$ cat src/rtl/attack_resolver_pkg.sv
// Shared types and codes for the tic-tac-toe attack resolver: cell/winner codes,
// FSM state encoding and the board shape.
package game_pkg;
  localparam int BOARD_N = 3;
  localparam logic [3:0] MAX_MOVES = 4'(BOARD_N * BOARD_N);

  localparam logic [1:0] EMPTY = 2'b00;
  localparam logic [1:0] P1    = 2'b01;
  localparam logic [1:0] P2    = 2'b10;

  localparam logic [1:0] W_NONE = 2'b00;
  localparam logic [1:0] W_P1   = 2'b01;
  localparam logic [1:0] W_P2   = 2'b10;
  localparam logic [1:0] W_DRAW = 2'b11;

  typedef enum logic [2:0] {WAIT, WRITE, EVAL, SWAP, OVER} state_t;

  typedef logic [BOARD_N:1][BOARD_N:1][1:0] board_t;

  function automatic logic [1:0] other_player(input logic [1:0] p);
    return (p == P1) ? P2 : P1;
  endfunction
endpackage

$ cat src/rtl/attack_resolver_if.sv
// Attack handshake between the movement block (master) and the resolver (slave):
// commit strobes with target cell, grants, refusal and turn-expiry pulses.
interface attack_resolver_if;
  logic       end_attack_p1;
  logic       end_attack_p2;
  logic [1:0] row;
  logic [1:0] col;
  logic       en_attack_p1;
  logic       en_attack_p2;
  logic       reject;
  logic       timeout;

  modport master (
    output end_attack_p1, end_attack_p2, row, col,
    input  en_attack_p1, en_attack_p2, reject, timeout
  );

  modport slave (
    input  end_attack_p1, end_attack_p2, row, col,
    output en_attack_p1, en_attack_p2, reject, timeout
  );
endinterface

$ cat src/rtl/attack_resolver_win_checker.sv
// Combinational three-in-a-row test of one player over all rows, columns and
// both diagonals.
module win_checker
  import game_pkg::*;
(
  input  board_t     board,
  input  logic [1:0] player,
  output logic       win
);
  always_comb begin
    logic diag_q, diag_a;
    win    = 1'b0;
    diag_q = 1'b1;
    diag_a = 1'b1;
    for (int i = 1; i <= BOARD_N; i++) begin
      logic row_all, col_all;
      row_all = 1'b1;
      col_all = 1'b1;
      for (int j = 1; j <= BOARD_N; j++) begin
        row_all = row_all & (board[2'(i)][2'(j)] == player);
        col_all = col_all & (board[2'(j)][2'(i)] == player);
      end
      win    = win | row_all | col_all;
      diag_q = diag_q & (board[2'(i)][2'(i)] == player);
      diag_a = diag_a & (board[2'(i)][2'(BOARD_N + 1 - i)] == player);
    end
    win = win | diag_q | diag_a;
  end
endmodule

$ cat src/rtl/attack_resolver.sv
// Turn arbitration and board update for two-player tic-tac-toe.
// Define TURN_TIMER_EN to add the per-turn expiry counter driving timeout.
module attack_resolver
  import game_pkg::*;
#(
  parameter int unsigned TURN_CYCLES = 750_000_000
) (
  input  logic                clk,
  input  logic                rst,
  input  logic                new_game,
  attack_resolver_if.slave    atk,
  output board_t              board,
  output logic [1:0]          current_player,
  output logic [1:0]          winner,
  output logic                game_over,
  output logic [3:0]          move_count
);
  state_t     state_q, state_d;
  logic [1:0] player_q, player_d;
  board_t     board_q, board_d;
  logic [3:0] mc_q, mc_d;
  logic [1:0] winner_q, winner_d;
  logic [1:0] lrow_q, lrow_d, lcol_q, lcol_d, lplayer_q, lplayer_d;
  logic       reject_q, reject_d;
  logic       accept, cell_ok, win;

  // Only the strobe of the player to move counts, so a simultaneous pair resolves itself.
  assign accept  = (player_q == P1) ? atk.end_attack_p1 : atk.end_attack_p2;
  // Row/col are 2 bits, so 0 is the only out-of-range coordinate.
  assign cell_ok = (lrow_q != 2'd0) && (lcol_q != 2'd0) &&
                   (board_q[lrow_q][lcol_q] == EMPTY);

  win_checker u_win (
    .board  (board_q),
    .player (lplayer_q),
    .win    (win)
  );

  always_comb begin
    state_d   = state_q;
    player_d  = player_q;
    board_d   = board_q;
    mc_d      = mc_q;
    winner_d  = winner_q;
    lrow_d    = lrow_q;
    lcol_d    = lcol_q;
    lplayer_d = lplayer_q;
    reject_d  = 1'b0;
    if (new_game) begin
      state_d  = WAIT;
      player_d = P1;
      board_d  = '0;
      mc_d     = '0;
      winner_d = W_NONE;
    end else begin
      unique case (state_q)
        WAIT: if (accept) begin
          lrow_d    = atk.row;
          lcol_d    = atk.col;
          lplayer_d = player_q;
          state_d   = WRITE;
        end
        WRITE: if (cell_ok) begin
          board_d[lrow_q][lcol_q] = lplayer_q;
          if (mc_q < MAX_MOVES) mc_d = mc_q + 4'd1;
          state_d = EVAL;
        end else begin
          reject_d = 1'b1;
          state_d  = WAIT;
        end
        EVAL: if (win) begin
          winner_d = lplayer_q;
          state_d  = OVER;
        end else if (mc_q == MAX_MOVES) begin
          winner_d = W_DRAW;
          state_d  = OVER;
        end else begin
          state_d = SWAP;
        end
        SWAP: begin
          player_d = other_player(player_q);
          state_d  = WAIT;
        end
        OVER: ;
        default: state_d = WAIT;
      endcase
    end
  end

  always_ff @(posedge clk or negedge rst) begin
    if (!rst) begin
      state_q   <= WAIT;
      player_q  <= P1;
      board_q   <= '0;
      mc_q      <= '0;
      winner_q  <= W_NONE;
      lrow_q    <= '0;
      lcol_q    <= '0;
      lplayer_q <= P1;
      reject_q  <= 1'b0;
    end else begin
      state_q   <= state_d;
      player_q  <= player_d;
      board_q   <= board_d;
      mc_q      <= mc_d;
      winner_q  <= winner_d;
      lrow_q    <= lrow_d;
      lcol_q    <= lcol_d;
      lplayer_q <= lplayer_d;
      reject_q  <= reject_d;
    end
  end

`ifdef TURN_TIMER_EN
  localparam logic [31:0] TMAX = 32'(TURN_CYCLES - 1);
  logic [31:0] timer_q, timer_d;
  logic        timeout_q, timeout_d;

  // Counts only while waiting for a move; any exit from WAIT leaves it at 0, OVER holds it.
  always_comb begin
    timer_d   = timer_q;
    timeout_d = 1'b0;
    if (new_game) begin
      timer_d = '0;
    end else begin
      unique case (state_q)
        WAIT: if (accept) begin
          timer_d = '0;
        end else if (timer_q == TMAX) begin
          timer_d   = '0;
          timeout_d = 1'b1;
        end else begin
          timer_d = timer_q + 32'd1;
        end
        OVER:    ;
        default: timer_d = '0;
      endcase
    end
  end

  always_ff @(posedge clk or negedge rst) begin
    if (!rst) begin
      timer_q   <= '0;
      timeout_q <= 1'b0;
    end else begin
      timer_q   <= timer_d;
      timeout_q <= timeout_d;
    end
  end

  assign atk.timeout = timeout_q;
`else
  // Parameter kept so both builds share one instantiation signature.
  logic unused_turn_cycles;
  assign unused_turn_cycles = ^32'(TURN_CYCLES);
  assign atk.timeout        = 1'b0;
`endif

  assign board          = board_q;
  assign current_player = player_q;
  assign winner         = winner_q;
  assign move_count     = mc_q;
  assign game_over      = (state_q == OVER);
  assign atk.reject     = reject_q;
  assign atk.en_attack_p1 = (state_q == WAIT) && (player_q == P1);
  assign atk.en_attack_p2 = (state_q == WAIT) && (player_q == P2);
endmodule

$ cat src/flat_wrapper.sv
// flat-port wrapper written by rule: the top's interface ports become plain ports
module attack_resolver_flat import game_pkg::*;
#(
  parameter int unsigned TURN_CYCLES = 750_000_000
)
  (clk, rst, new_game, board, current_player, winner, game_over, move_count, atk_end_attack_p1, atk_end_attack_p2, atk_row, atk_col, atk_en_attack_p1, atk_en_attack_p2, atk_reject, atk_timeout);
  attack_resolver_if atk_i ();
  input  logic clk;
  input  logic rst;
  input  logic new_game;
  output board_t board;
  output logic [1:0] current_player;
  output logic [1:0] winner;
  output logic game_over;
  output logic [3:0] move_count;
  input wire logic [$bits(atk_i.end_attack_p1)-1:0] atk_end_attack_p1;
  input wire logic [$bits(atk_i.end_attack_p2)-1:0] atk_end_attack_p2;
  input wire logic [$bits(atk_i.row)-1:0] atk_row;
  input wire logic [$bits(atk_i.col)-1:0] atk_col;
  output wire logic [$bits(atk_i.en_attack_p1)-1:0] atk_en_attack_p1;
  output wire logic [$bits(atk_i.en_attack_p2)-1:0] atk_en_attack_p2;
  output wire logic [$bits(atk_i.reject)-1:0] atk_reject;
  output wire logic [$bits(atk_i.timeout)-1:0] atk_timeout;
  assign atk_i.end_attack_p1 = atk_end_attack_p1;
  assign atk_i.end_attack_p2 = atk_end_attack_p2;
  assign atk_i.row = atk_row;
  assign atk_i.col = atk_col;
  assign atk_en_attack_p1 = atk_i.en_attack_p1;
  assign atk_en_attack_p2 = atk_i.en_attack_p2;
  assign atk_reject = atk_i.reject;
  assign atk_timeout = atk_i.timeout;
  attack_resolver #(.TURN_CYCLES(TURN_CYCLES)) u_core (.clk(clk), .rst(rst), .new_game(new_game), .atk(atk_i), .board(board), .current_player(current_player), .winner(winner), .game_over(game_over), .move_count(move_count));
endmodule
$ cat config.mk
export PLATFORM = sky130hd
export DESIGN_NAME = attack_resolver_flat
export DESIGN_NICKNAME = d
export VERILOG_FILES = /design/src/rtl/attack_resolver_pkg.sv /design/src/rtl/attack_resolver_if.sv /design/src/rtl/attack_resolver_win_checker.sv /design/src/rtl/attack_resolver.sv /design/src/flat_wrapper.sv
export SDC_FILE = /design/constraint.sdc
export NUM_CORES = 1
export LEC_CHECK = 0
export BUFFER_PORTS_ARGS = -buffer_cell sky130_fd_sc_hd__buf_2
export CAP_MARGIN = 20
export CORE_UTILIZATION = 40
export CTS_CLUSTER_SIZE = 25
export DETAILED_ROUTE_END_ITERATION = 10
export GPL_TIMING_DRIVEN = 0
export PLACE_DENSITY = 0.72
export SYNTH_ARGS = -nofsm -noshare
export SYNTH_HDL_FRONTEND = slang
export SYNTH_SLANG_ARGS = --single-unit
$ cat constraint.sdc
create_clock -name clk -period 5.2 [get_ports clk]
set_clock_uncertainty 0.05 [all_clocks]
set_input_delay 0.26 -clock clk [delete_from_list [all_inputs] [get_ports clk]]
set_output_delay 0.26 -clock clk [all_outputs]
set_load 0.05 [all_outputs]
# Word-level counts from Yosys, hierarchy flattened
# Cells that the tools add are included.
totals:
  inputBits: 9
  register_bits: 36
  wordCells: 97
op_classes:
  n_reduce_logical: 21
  add_sub_neg: 1
  n_eq_ne: 11
  n_lt_le_gt_ge: 5
  mux: 33
  bitwise_logic: 9
op_table:
  columns: ["operator", "n"]
  rows:
  - ["18-bit 2-to-1 mux", 3]
  - ["2-bit 2-to-1 mux", 10]
  - ["18-bit bitwise mux", 1]
  - ["4-bit 2-to-1 mux", 4]
  - ["2-bit nonzero test", 7]
  - ["6-bit binary-select mux with 2-bit select", 1]
  - ["6-bit demux with 2-bit select", 1]
  - ["3-bit 2-to-1 mux", 4]
  - ["6-bit 2-to-1 mux", 2]
  - ["3-bit case mux with 4 select lines", 1]
  - ["3-bit by 2-bit == test with 1-bit output, second input constant", 2]
  - ["1-bit logical AND", 6]
  - ["2-bit by 3-bit less-than comparator with 1-bit output, second input constant", 2]
  - ["1-bit bitwise OR", 6]
  - ["2-bit AND reduction", 3]
  - ["3-bit AND reduction", 2]
  - ["4-bit by 1-bit adder with 4-bit output, second input constant", 1]
  - ["2-bit binary-select mux with 2-bit select", 1]
  - ["2-bit demux with 2-bit select", 1]
  - ["4-bit == test, second input constant", 1]
  - ["2-bit by 1-bit >= comparator with 1-bit output, second input constant", 2]
  - ["4-bit less-than comparator, second input constant", 1]
  - ["1-bit 2-to-1 mux", 4]
  - ["3-bit by 1-bit == test with 1-bit output, second input constant", 1]
  - ["12 further kinds", 13]

# Depth between registers and ports, before layout
depth:
  ltp_word: 12
  depth_mapped: 7

# Modules after synthesis
# A second synthesis with hierarchy kept.
unflattened:
  hier_cells: 171
  area_unflattened_um2: 1749.2
by_module_without_submodules:
  columns: ["mod", "seq_area_each_um2", "n_inst", "cells_each", "area_per_inst_um2"]
  rows:
  - ["attack_resolver", 903.4, 1, 169, 1737.9]
  - ["win_checker", 0.0, 1, 2, 11.3]

# Least setup slack after synthesis
# Ideal clock, no wire load.
synth_timing:
  path_type: "register to output"
  start: "register u_core.state_q[1]"
  end: "output atk_en_attack_p2"
  required_time_ns: 4.890
  arrival_ns: 2.018
  path_buffers: 0
  path_slack_ns: 2.872
  path_stages_with_launch: 3
  cell_sequence: "dfrtp_1 or3_1 nor3b_1"
synth_via:
  elab_chain_len: 2
synth_rtl:
  columns: ["item", "line_no", "source"]
  rows:
  - ["start, declared", "attack_resolver.sv:18", "state_t state_q, state_d;"]
  - ["start signal, assigned", "attack_resolver.sv:102", "state_q <= state_d;"]
  - ["3-bit logical NOT", "attack_resolver.sv:166", "assign atk.en_attack_p2 = (state_q == WAIT) && (player_q == P2);"]
  - ["1-bit logical AND", "attack_resolver.sv:166", null]
  - ["end, declared", "flat_wrapper.sv:21", "output wire logic [$bits(atk_i.en_attack_p2)-1:0] atk_en_attack_p2;"]
# Every way passes these cells.

# Worst setup path in the final report
layout_timing:
  start: "register u_core.state_q[1]"
  end: "register u_core.lcol_q[1]"
layout_via:
  elab_chain_len: 2
layout_rtl:
  columns: ["item", "line_no", "source"]
  rows:
  - ["3-bit logical NOT", "attack_resolver.sv:56", "unique case (state_q)"]
  - ["3-bit AND reduction (no line)", null, null]
  - ["end signal, assigned", "attack_resolver.sv:108", "lcol_q <= lcol_d;"]
  - ["end, declared", "attack_resolver.sv:23", "logic [1:0] lrow_q, lrow_d, lcol_q, lcol_d, lplayer_q, lplayer_d;"]
# Every way passes these cells.
# A chain may end at the register's enable or synchronous reset.

==> key figures <==
Placed design
  • IO Port Bufs: 37
  • GPL Wtd Cong: 0.779
  • Post-DP Area: 1980 um2
  • DP HPWL: between 2 and 3 mm
  • Placed insts: 249

Timing
  • Rel. slew slack: 48.1%
  • Max-slew violations: 0
  • Setup_tns: 0 ns
  • Peak Freq: slightly below 500 MHz
  • Setup violators final: 0
  • Tmin final: 2.05 ns
  • Worst Tran Pin Value: 0.779 ns
  • RSZ-0062 raised after global routing: no
  • Final Cycle Share: roughly two fifths
  • Hold Vio Cnt, Final: 4
  • Hold Slack: -0.00445 ns

Die
  • Die area: around 4600 um2
  • Die height: 67.8 um
  • IO Count: 40
  • Die X: 67.8 um
  • Core Area: 4090 um2
  • Rows: 23
  • Initial core utilization: 42.3%

Global route
  • GRT overflow: 0
  • Vias in the first global route: 1,269
  • Initial antenna violation count: 0
  • Gr usage total: 18.1%
  • Largest net degree at the start of global routing: 37
  • First-pass GRT wire length: 5.90 mm

Logic synthesis
  • Post-synth top flop: dfrtp_1
  • Synth area leaders: dfrtp_1 (49%), nor2_1 (5.6%), dfstp_2 (3.0%)
  • Post-synth ARST share: 100%
  • Post-synthesis xor/xnor area fraction: 0.506%
  • Mapped Cells: 162
  • Mux cell area share after synthesis: between 4 and 5%
  • Synth top cells by count: dfrtp_1 (34), nor2_1 (26), nand2_1 (8)
  • YS warnings: 0
  • Compound-Gate Fraction of Synth Area: between 10% and 20%
  • Dominant cell type by area after synthesis: dfrtp_1
  • Most numerous cell in the Yosys netlist: dfrtp_1
  • Synth Area in Adders: 1.45%
  • Post-synth EDFFs: 0
  • Unique masters post-synth: 48
  • Syn avg cell area: 10.7 um2
  • Mapped Area: between 1500 and 2000 um2
  • Synthesized Nets: 173
  • Share of the synthesized area in the top cell type: 49.2%
  • Main combinational cell family by area after synthesis: compound AO/OA/AOI/OAI gates
  • Post-synthesis register bit count: 36
  • Simple-gate share of the synthesized area: 18.1%
  • Register area share after synthesis: 52.2%

Setup path
  • Delay-heaviest family, CP: simple AND/OR/NAND/NOR gates
  • Worst path max stage delay: 0.59 ns
  • Critical-path top delay cell: nor3_2
  • Worst path buffer plus inverter count: 0
  • WP data arrival: approximately 2.2 ns
  • Worst Setup Path Type: flop to flop
  • CP cell instances: or3_1 -> nor3_2 -> mux2_2
  • Crit start category: flop
  • Crit path max fanout: 9
  • CP endpoint kind: flop
  • Critical Path RT: approximately 5.3 ns

Power
  • Pwr/cell area: ~320 nW/um2
  • Final Power: 0.672 mW
  • Pint: roughly 0.46 mW
  • VDD IR max: around 0.15 mV
  • Sequential power share: 46.3%
  • Net switching power: 0.211 mW
  • Sw Share: 31.5%
  • Leakage: 1.00 nW
  • Part of the power in combinational logic: 23.5%
  • Clock group share of total power: just over 30%

CTS
  • Clock buffer count from CTS: 5
  • Setup bufs post-CTS: 0
  • Maximum clock path buffer count: 2
  • Worst skew pair latency: 0.29 ns
  • H-tree depth: 2
  • Worst-path clk slew: about 0.07 ns
  • Count of hold-fix buffers inserted at cts: 0
  • Post-CTS Resized: 0
  • CTS tree: done
  • Clock Tree Root: clkbuf_8
  • CTS Sinks: 36

Routing
  • Routed Antenna Nets: 0
  • Post-DR vias/cell: 5.27
  • Wire length per cell: 14.3 um
  • Vias: 1,355
  • Starting DRT DRC Count: 59
  • Drt pass-1 iters: 4
  • DRC Markers: 0
  • Post-Route WL: 3.67 mm

Run status
  • Outcome: finished, violations left
  • Violated checks: hold timing

Final layout
  • Antenna cells: 0
  • Final nets: roughly 220
  • Fill count: roughly 400
  • Final Instance Count excl. Fillers: around 260
  • Design area: 2070 um2
  • Share of layout cells above drive strength 1: between 20% and 30%
  • Area Overhead vs Synth: 19.7%

Job
  • Max_cap viols: 0

Worst hold path
  • Worst hold path type: primary input to asynchronous set/reset pin
final timing paths:
check | startpoint | to | slack, ns | cells after the start
max in group asynchronous | rst | u_core.board[2]$_DFFE_PN0P_ | 4.61 | 1
hold reg to reg | u_core.board[9]$_DFFE_PN0P_ | u_core.board[9]$_DFFE_PN0P_ | 0.47 | 1
setup / recovery | u_core.state_q[1]$_DFFE_PN0P_ | u_core.lcol_q[1]$_DFFE_PN0P_ | 3.15 | 3
hold / removal | rst | u_core.board[10]$_DFFE_PN0P_ | -0.004 | 1
setup reg to reg | u_core.state_q[1]$_DFFE_PN0P_ | u_core.lcol_q[1]$_DFFE_PN0P_ | 3.15 | 3
min in group clk | atk_row[0] | u_core.lrow_q[0]$_DFFE_PN0P_ | 0.15 | 2
per-layer routing:
| metal | global-route usage (%) | up-vias | share of wire (%) |
|---|---|---|---|
| li1 | - | 667 | - |
| met1 | 24.0 | 644 | 46 |
| met2 | 26.9 | 38 | 47 |
| met3 | 6.59 | 6 | 5.8 |
| met4 | 7.03 | 0 | 1.6 |
| met5 | 0 | - | 0 |
power groups by stage:
stage / sequential [mW] / combinational, mW / clock (mW)
finish: 0.311 / 0.158 / 0.203
global route: 0.314 / 0.173 / 0.220
CTS: 0.311 / 0.158 / 0.208
detailed placement: 0.317 / 0.157 / 0
global placement: 0.316 / 0.155 / 0
floorplan: 0.326 / 0.110 / 0
registers in the layout, summed over array words and instances (netlist names):
signal and cells:
u_core.atk.reject 1, u_core.board 18, u_core.current_player 2, u_core.lcol_q 2
u_core.lplayer_q 2, u_core.lrow_q 2, u_core.move_count 4, u_core.state_q 3
u_core.winner 2
metrics by stage:
step / setup slack (ns) / util [%]
5_1_grt: 3.04 / 50.7
4_1_cts: 3.10 / 50.7
3_5_place_dp: 3.12 / 48.4
3_3_place_gp: 3.12 / 48.4
6_report: 3.15 / 50.7
2_1_floorplan: 2.87 / -
final cells by class:
type	count	area [um2]	area share, %
sequential	36	903	43.6
buffer	7	42.5	2.05
timing repair buffer	37	185	8.94
multi-input combinational	112	758	36.6
clock inverter	2	10.0	0.483
inverter	7	26.3	1.27
clock buffer	6	82.6	3.99
tap	50	62.6	3.02
worst register-to-register path, cell delays in order (launching register included):
cell and delay [ns]:
dfrtp_1 0.44, or3_1 0.45, nor3_2 0.59, mux2_2 0.40
kinds of logic after synthesis:
family          after synthesis
simple gates                 61
compound gates               39
flops                        36
buf+inv                      14
mux                           8
fa+ha+maj                     2
other cells                   1
xor+xnor                      1
layout by cell type, fill, tap and decap left out, types with 2 or more instances in the layout:
cell	synthesis	layout
inv_1	7	7
a22o_1	4	4
dfstp_2	2	2
clkbuf_8	0	6
nor3b_1	3	3
o21ai_0	4	4
nor4_1	2	2
a32o_1	3	3
ha_1	2	2
nor2_1	26	26
nand2_1	8	8
mux2_2	4	4
o22ai_2	2	2
o22a_1	2	2
dfrtp_1	34	34
nand3_1	3	3
nor2b_1	6	6
clkinv_2	0	2
a31oi_1	2	2
buf_4	2	2
a21oi_1	6	6
o31ai_1	3	3
mux2i_1	3	3
buf_2	1	38
clkbuf_1	3	3
o2bb2ai_1	6	6
(Power assumes the default switching activity.)
